$ cat src/rtl/vga_timing_pkg.sv
// Shared 640x480@60 timing constants for the sync generator and the porch stage.
package vga_timing_pkg;

  localparam int VGA_TOTAL_COLS  = 800;
  localparam int VGA_TOTAL_ROWS  = 525;
  localparam int VGA_ACTIVE_COLS = 640;
  localparam int VGA_ACTIVE_ROWS = 480;

  localparam int VGA_H_FRONT = 18;
  localparam int VGA_H_BACK  = 50;
  localparam int VGA_H_PULSE = 92;
  localparam int VGA_V_FRONT = 10;
  localparam int VGA_V_BACK  = 33;
  localparam int VGA_V_PULSE = 2;

  localparam int VGA_CNT_W = 10;

endpackage

$ cat src/rtl/vga_wrap_counter.sv
// Modulo-N up counter with enable, synchronous reset and terminal-count flag.
module vga_wrap_counter #(
  parameter int N = 800,
  parameter int W = 10
) (
  input  logic         clk,
  input  logic         rst,
  input  logic         en,
  output logic [W-1:0] count,
  output logic         tc
);

  localparam logic [W-1:0] LAST = W'(N - 1);

  assign tc = (count == LAST);

  // Advance on enable, wrapping to zero after the last value.
  always_ff @(posedge clk) begin
    if (rst)
      count <= '0;
    else if (en)
      count <= tc ? '0 : count + 1'b1;
  end

endmodule

$ cat src/rtl/vga_sync_pulses.sv
// Free-running VGA timing generator: column/row counters plus active-high
// visible-region syncs. Optional macro VGA_FRAME_COUNT_EN adds an 8-bit
// frame counter output.
module vga_sync_pulses
  import vga_timing_pkg::*;
#(
  parameter int TOTAL_COLS  = VGA_TOTAL_COLS,
  parameter int TOTAL_ROWS  = VGA_TOTAL_ROWS,
  parameter int ACTIVE_COLS = VGA_ACTIVE_COLS,
  parameter int ACTIVE_ROWS = VGA_ACTIVE_ROWS,
  parameter int CNT_W       = VGA_CNT_W
) (
  input  logic             CLK,
  input  logic             i_Reset,
  input  logic             i_Pix_En,
  output logic             o_HSync,
  output logic             o_VSync,
  output logic [CNT_W-1:0] o_Col_Count,
  output logic [CNT_W-1:0] o_Row_Count,
  output logic             o_Active,
  output logic             o_Frame_Start
`ifdef VGA_FRAME_COUNT_EN
  ,
  output logic [7:0]       o_Frame_Count
`endif
);

  localparam logic [CNT_W-1:0] ACT_COLS = CNT_W'(ACTIVE_COLS);
  localparam logic [CNT_W-1:0] ACT_ROWS = CNT_W'(ACTIVE_ROWS);

  logic col_tc;
  logic row_tc;
  logic row_en;
  logic frame_wrap;

  // Rows step only on the enabled cycle where the column counter wraps.
  assign row_en     = i_Pix_En & col_tc;
  assign frame_wrap = row_en & row_tc;

  vga_wrap_counter #(.N(TOTAL_COLS), .W(CNT_W)) u_col_cnt (
    .clk   (CLK),
    .rst   (i_Reset),
    .en    (i_Pix_En),
    .count (o_Col_Count),
    .tc    (col_tc)
  );

  vga_wrap_counter #(.N(TOTAL_ROWS), .W(CNT_W)) u_row_cnt (
    .clk   (CLK),
    .rst   (i_Reset),
    .en    (row_en),
    .count (o_Row_Count),
    .tc    (row_tc)
  );

  // Syncs decode the registered counters so they never skew from them.
  assign o_HSync  = (o_Col_Count < ACT_COLS);
  assign o_VSync  = (o_Row_Count < ACT_ROWS);
  assign o_Active = o_HSync & o_VSync;

  // Frame-start pulse registered alongside the wrap to (0,0); a gapped
  // enable drops it after exactly one cycle.
  always_ff @(posedge CLK) begin
    if (i_Reset)
      o_Frame_Start <= 1'b0;
    else
      o_Frame_Start <= frame_wrap;
  end

`ifdef VGA_FRAME_COUNT_EN
  // Frame counter bumps on the same edge that raises the frame-start pulse.
  always_ff @(posedge CLK) begin
    if (i_Reset)
      o_Frame_Count <= 8'd0;
    else if (frame_wrap)
      o_Frame_Count <= o_Frame_Count + 8'd1;
  end
`endif

endmodule

$ cat config.mk
export PLATFORM = sky130hd
export DESIGN_NAME = vga_sync_pulses
export DESIGN_NICKNAME = d
export VERILOG_FILES = /design/src/rtl/vga_timing_pkg.sv /design/src/rtl/vga_wrap_counter.sv /design/src/rtl/vga_sync_pulses.sv
export SDC_FILE = /design/constraint.sdc
export NUM_CORES = 1
export LEC_CHECK = 0
export ABC_AREA = 0
export BUFFER_PORTS_ARGS = -buffer_cell sky130_fd_sc_hd__clkbuf_2
export CORE_MARGIN = 10
export CORE_UTILIZATION = 55
export DETAILED_ROUTE_END_ITERATION = 12
export PLACE_DENSITY = 0.82
export SLEW_MARGIN = 40
export SYNTH_ARGS = -nofsm -noshare
export SYNTH_HDL_FRONTEND = slang
export SYNTH_SLANG_ARGS = --single-unit
$ cat constraint.sdc
create_clock -name CLK -period 3.66 [get_ports CLK]
set_input_delay 0.183 -clock CLK [delete_from_list [all_inputs] [get_ports CLK]]
set_output_delay 0.183 -clock CLK [all_outputs]
set_load 0.005 [all_outputs]
Yosys cells after proc, flatten, opt, wreduce, memory -nomap -nowiden. Cells that the tools add are included.

Add/subtract/negate cells: 2. Order comparisons: 2. Eq/ne operators: 2. Multiplexer cells: 2. Bitwise logic cells: 3.

Operator list (count): adder 10 x 1 -> 10 bit, second input constant (2); == test 10 bit, second input constant (2); two-way mux 10 bit (2); < comparator 10 bit, second input constant (1); < comparator 10 x 9 -> 1 bit, second input constant (1); AND 1 bit (3).

Bits in registers: 21. Input bits: 3. Output and inout bits: 24. Word-level logic and storage cells: 14.

Depth between registers and ports, before layout.
Depth after elaboration: 3. Mapped depth: 7. Depth with buffers taken out: 6.

By module. Synthesis repeated with hierarchy kept, for this count alone.

Cells, all modules: 113. Area total of the unflattened synthesis: 1036.0 µm².

Modules (own cells, without submodules): vga_wrap_counter (u_row_cnt) (times used 1, cells each 56, area an instance 509.2 µm²); vga_wrap_counter (u_col_cnt) (times used 1, cells each 51, area an instance 464.2 µm²); vga_sync_pulses (times used 1, cells each 6, area an instance 62.6 µm²).

Worst setup path after synthesis. No wires, ideal clock.

Path type: register to register. Start: register u_col_cnt.count[0]. End: register u_row_cnt.count[3]. Arrival time: 1.579 ns. Data required time: 3.586 ns. Path slack: 2.007 ns. Stages on the path, launching flop included: 6. Path buffers: 0. Cells stage by stage: dfxtp_1 > ha_1 > and3_2 > nand4_4 > or4_1 > a31oi_1.

Longest elaborated chain between the ends: 2.

RTL lines: start, declared (RTL line vga_wrap_counter.sv:9) `output logic [W-1:0] count,`; start signal, assigned (RTL line vga_wrap_counter.sv:22) `count <= tc ? '0 : count + 1'b1;`; == test 10 bit (RTL line vga_wrap_counter.sv:15) `assign tc = (count == LAST);`; AND 1 bit (RTL line vga_sync_pulses.sv:37) `assign row_en = i_Pix_En & col_tc;`; end signal, assigned (RTL line vga_wrap_counter.sv:22); end, declared (RTL line vga_wrap_counter.sv:9).

Every way passes these cells. A chain may end at the register's enable or synchronous reset.

Worst setup path after layout. Ends and elaborated chain as after synthesis.

==> impl_summary.log <==
[metrics] layout overhead on the synthesized area: 17.4%
[metrics] most area-hungry cell type in the Yosys netlist: dfxtp_1
[metrics] clk_lat worst skew: 310 ps
[metrics] portion of total power attributed to combinational logic: 5.5%
[metrics] clock transition at the registers of the reported paths: 120 ps
[metrics] sequential cell area fraction in the yosys report: 39.5%
[metrics] library cell used as clock root buffer: clkbuf_4
[metrics] Sequential Power Share: 63.9%
[metrics] arrival time of data at the critical path endpoint: 2140 ps
[metrics] Ys Warns: 0
[metrics] internal power of the cells: 0.000283 W
[metrics] final-report max-slew violation count: 0
[metrics] Antenna Cells: 0
[metrics] period utilization: 51.8%
[metrics] vias in the first global route: 968
[metrics] placeable core region: 0.00178 sq mm
[metrics] average wire length per cell after detail routing: 14.1 um
[metrics] Max Freq: 528 MHz
[metrics] fraction of final layout cells sized beyond drive strength 1: 25.5%
[metrics] nets in the synthesized netlist: 127
[metrics] Hold Worst Slack: 211 ps
[metrics] number of setup buffers added after CTS: 0
[metrics] post-route clock skew: 4.50 ps
[metrics] maximum vdd ir drop: 216 uV
[metrics] DRC violation count after routing: 0
[metrics] detailed router's first-iteration violation count: 38
[metrics] worst setup slack after layout: 1760 ps
[metrics] Worst setup EP type: flip-flop
[metrics] pin count of the biggest net entering global routing: 20
[metrics] cell count after synthesis: 121
[metrics] overall die height: 64 um
[metrics] MaxCap Viol Count: 0
[metrics] io pins: 27
[metrics] HPWL after detailed placement: 1.84 mm
[metrics] most frequent cells after synthesis: dfxtp_1 (21), nor2_1 (9), nand2_1 (8), o21ai_0 (8), or3_1 (8)
[metrics] total die area: 0.00410 sq mm
[metrics] H-Tree Level Count: 1
[metrics] Via-to-Cell Ratio: 5.72
[metrics] sequential cell area: 420 sq um
[metrics] most common flop cell mapped by yosys: dfxtp_1
[metrics] Final Routed Wirelength: 2.45 mm
[metrics] #FFs+latches synth: 21
[metrics] worst slew slack as a fraction of its limit: 73.4%
[metrics] number of filler instances in the final layout: 156
[metrics] Post-Synthesis Cell Area: 0.00106 sq mm
[metrics] vias post-DR: 995
[metrics] CTS tree: done
[metrics] Global Route Usage Sum: 11.9%
[metrics] number of enable flip-flop cells after synthesis: 0
[metrics] cell row count: 15
[metrics] fraction of power consumed by the clock network: 30.6%
[metrics] Worst path max stage delay: 570 ps
[metrics] net load switching power: 0.0000925 W
[metrics] hold buffer count at cts: 0
[metrics] switching power as a share of total power: 24.6%
[metrics] initial antenna violation count: 0
[metrics] final critical-path required period: 1900 ps
[metrics] most used routing layer in global routing: met2
[metrics] top-area cell type share of the netlist area: 39.5%
[metrics] overflow left after global routing: 0
[metrics] met1 GRT Util: 13.5%
[metrics] maximum buffer depth of the clock tree: 2
[metrics] setup repair after global routing missed its margin: false
[metrics] static leakage: 0.486 nW
[metrics] multi-input logic area: 607 sq um
[metrics] Critical Path, Cell by Cell: ha_1 > and3_2 > nand4_4 > or4_1 > a31oi_1
[metrics] classification of the worst setup path: flip-flop to flip-flop
[metrics] most common cell in the netlist: dfxtp_1
[metrics] outcome: completed
[metrics] met2 track demand over resource in global routing: 19.7%
[metrics] Worst Setup Slack post-DPL: 1800 ps
[metrics] data required time at the worst endpoint: 3910 ps
[metrics] final weighted congestion in routability-driven placement: 0.835
[metrics] global-route wire length before repair: 4.11 mm
[metrics] post-layout net count: 156
[metrics] slew at the pin closest to its max-slew limit: 389 ps
[metrics] hold crit path type: primary input to flip-flop
[metrics] Critical path buffers and inverters: 0
[metrics] DR pass1 iterations: 4
[metrics] number of nets with antenna violations after routing: 0
[metrics] CP delay by family, top: simple AND/OR/NAND/NOR gates
[metrics] final setup violation count: 0
[metrics] number of buffers created by CTS: 3
[metrics] proportion of register bits with asynchronous set or reset after synthesis: 0%
[metrics] Sum Neg Setup Slack: 0 ps
[metrics] cell at the slowest stage of the critical path: or4_1
[metrics] input/output buffers: 26
[metrics] Critical Path Start Type: flip-flop
[metrics] count of different cell masters after synthesis: 37
[metrics] post-synthesis average cell area: 8.80 sq um
[metrics] post-CTS sizing: 0
[metrics] largest fanout of any net on the critical path: 19
[metrics] pwr dens: 301 mW/mm^2
[metrics] cell types occupying the most area after synthesis: dfxtp_1 (39%), or3_1 (4.7%), o21ai_0 (3.8%)
[metrics] effective utilization at floorplan: 59.7%
[metrics] global routing met3 resource utilization: 4.88%
[metrics] number of hold-slack violations in the final timing report: 0
[metrics] horizontal die dimension: 64 um
[metrics] number of sinks driven by the clock tree: 21
## cells by family after synthesis
| kind of cell | share of synthesized area, % |
|---|---|
| adder cells (fa/ha/maj) | 3.53 |
| AND/OR/NAND/NOR | 31.5 |
| AO/OA/AOI/OAI | 15.3 |
| flip-flops | 39.5 |
| multiplexers | 0.940 |
| XOR/XNOR | 5.76 |
| buffers and inverters | 3.53 |
## registers in the layout (all words and copies together), names as in the netlist
| name | count |
|---|---|
| u_row_cnt.count | 10 |
| u_col_cnt.count | 10 |
| o_Frame_Start | 1 |
## placed cells by master, fill, tap and decap left out, types with 2 or more instances in the layout
cell type and n:
clkbuf_2 26, a21oi_1 6, xnor2_1 3, a2111oi_0 2, or4_1 2, nand4_1 4, dfxtp_1 21, inv_1 7
a31oi_1 2, nor3_1 2, xor2_1 4, and2_1 2, nand3_1 5, a21o_1 3, o21ai_0 8, clkbuf_4 3
or2_2 2, or3_1 8, nand2_1 8, ha_1 3, nor2_1 9
## path summary, 6_finish.rpt
path / start / endpoint / slack [ps] / cells past startpoint
worst max register to register: u_col_cnt.count[0] / u_row_cnt.count[3] / 1760 / 5
worst min-delay path: i_Pix_En / u_col_cnt.count[1] / 210 / 3
worst min register to register: u_row_cnt.count[0] / u_row_cnt.count[0] / 560 / 2
worst max-delay path: u_col_cnt.count[0] / u_row_cnt.count[3] / 1760 / 5
## tightest hold or removal path: stages
cell      delay, ps
clkbuf_2        150
mux2i_1          90
nor2_1           70
## power by group through the flow
| stage | sequential, W | clock (W) | combinational, W |
|---|---|---|---|
| floorplan | 0.000244 | 0 | 0.0000114 |
| global placement | 0.000245 | 0 | 0.0000207 |
| detailed placement | 0.000245 | 0 | 0.0000209 |
| CTS | 0.000240 | 0.000118 | 0.0000211 |
| global route | 0.000241 | 0.000125 | 0.0000239 |
| finish | 0.000240 | 0.000115 | 0.0000207 |
## through the flow
stage	std cells	utilization (%)	cell area, sq um	total power, W
global placement	170	68.6	1220	0.000265
finish	174	70.1	1250	0.000376
global route	174	70.1	1250	0.000390
CTS	174	70.1	1250	0.000379
floorplan	121	-	1060	0.000256
detailed placement	170	68.6	1220	0.000266
## layout make-up
type | instances | share of cell area (%)
multi-input combinational | 90 | 48.5
inverter | 7 | 2.10
sequential | 21 | 33.6
clock buffer | 3 | 1.80
clock inverter | 1 | 0.400
tap | 25 | 2.50
timing repair buffer | 27 | 11.0
## routing by layer
layer / vias to the layer above / wire length, um
li1: 503 / -
met2: 28 / 1180
met1: 460 / 1100
met4: 0 / 23
met5: - / 0
met3: 4 / 143
Power figures use the tool's default switching activity.
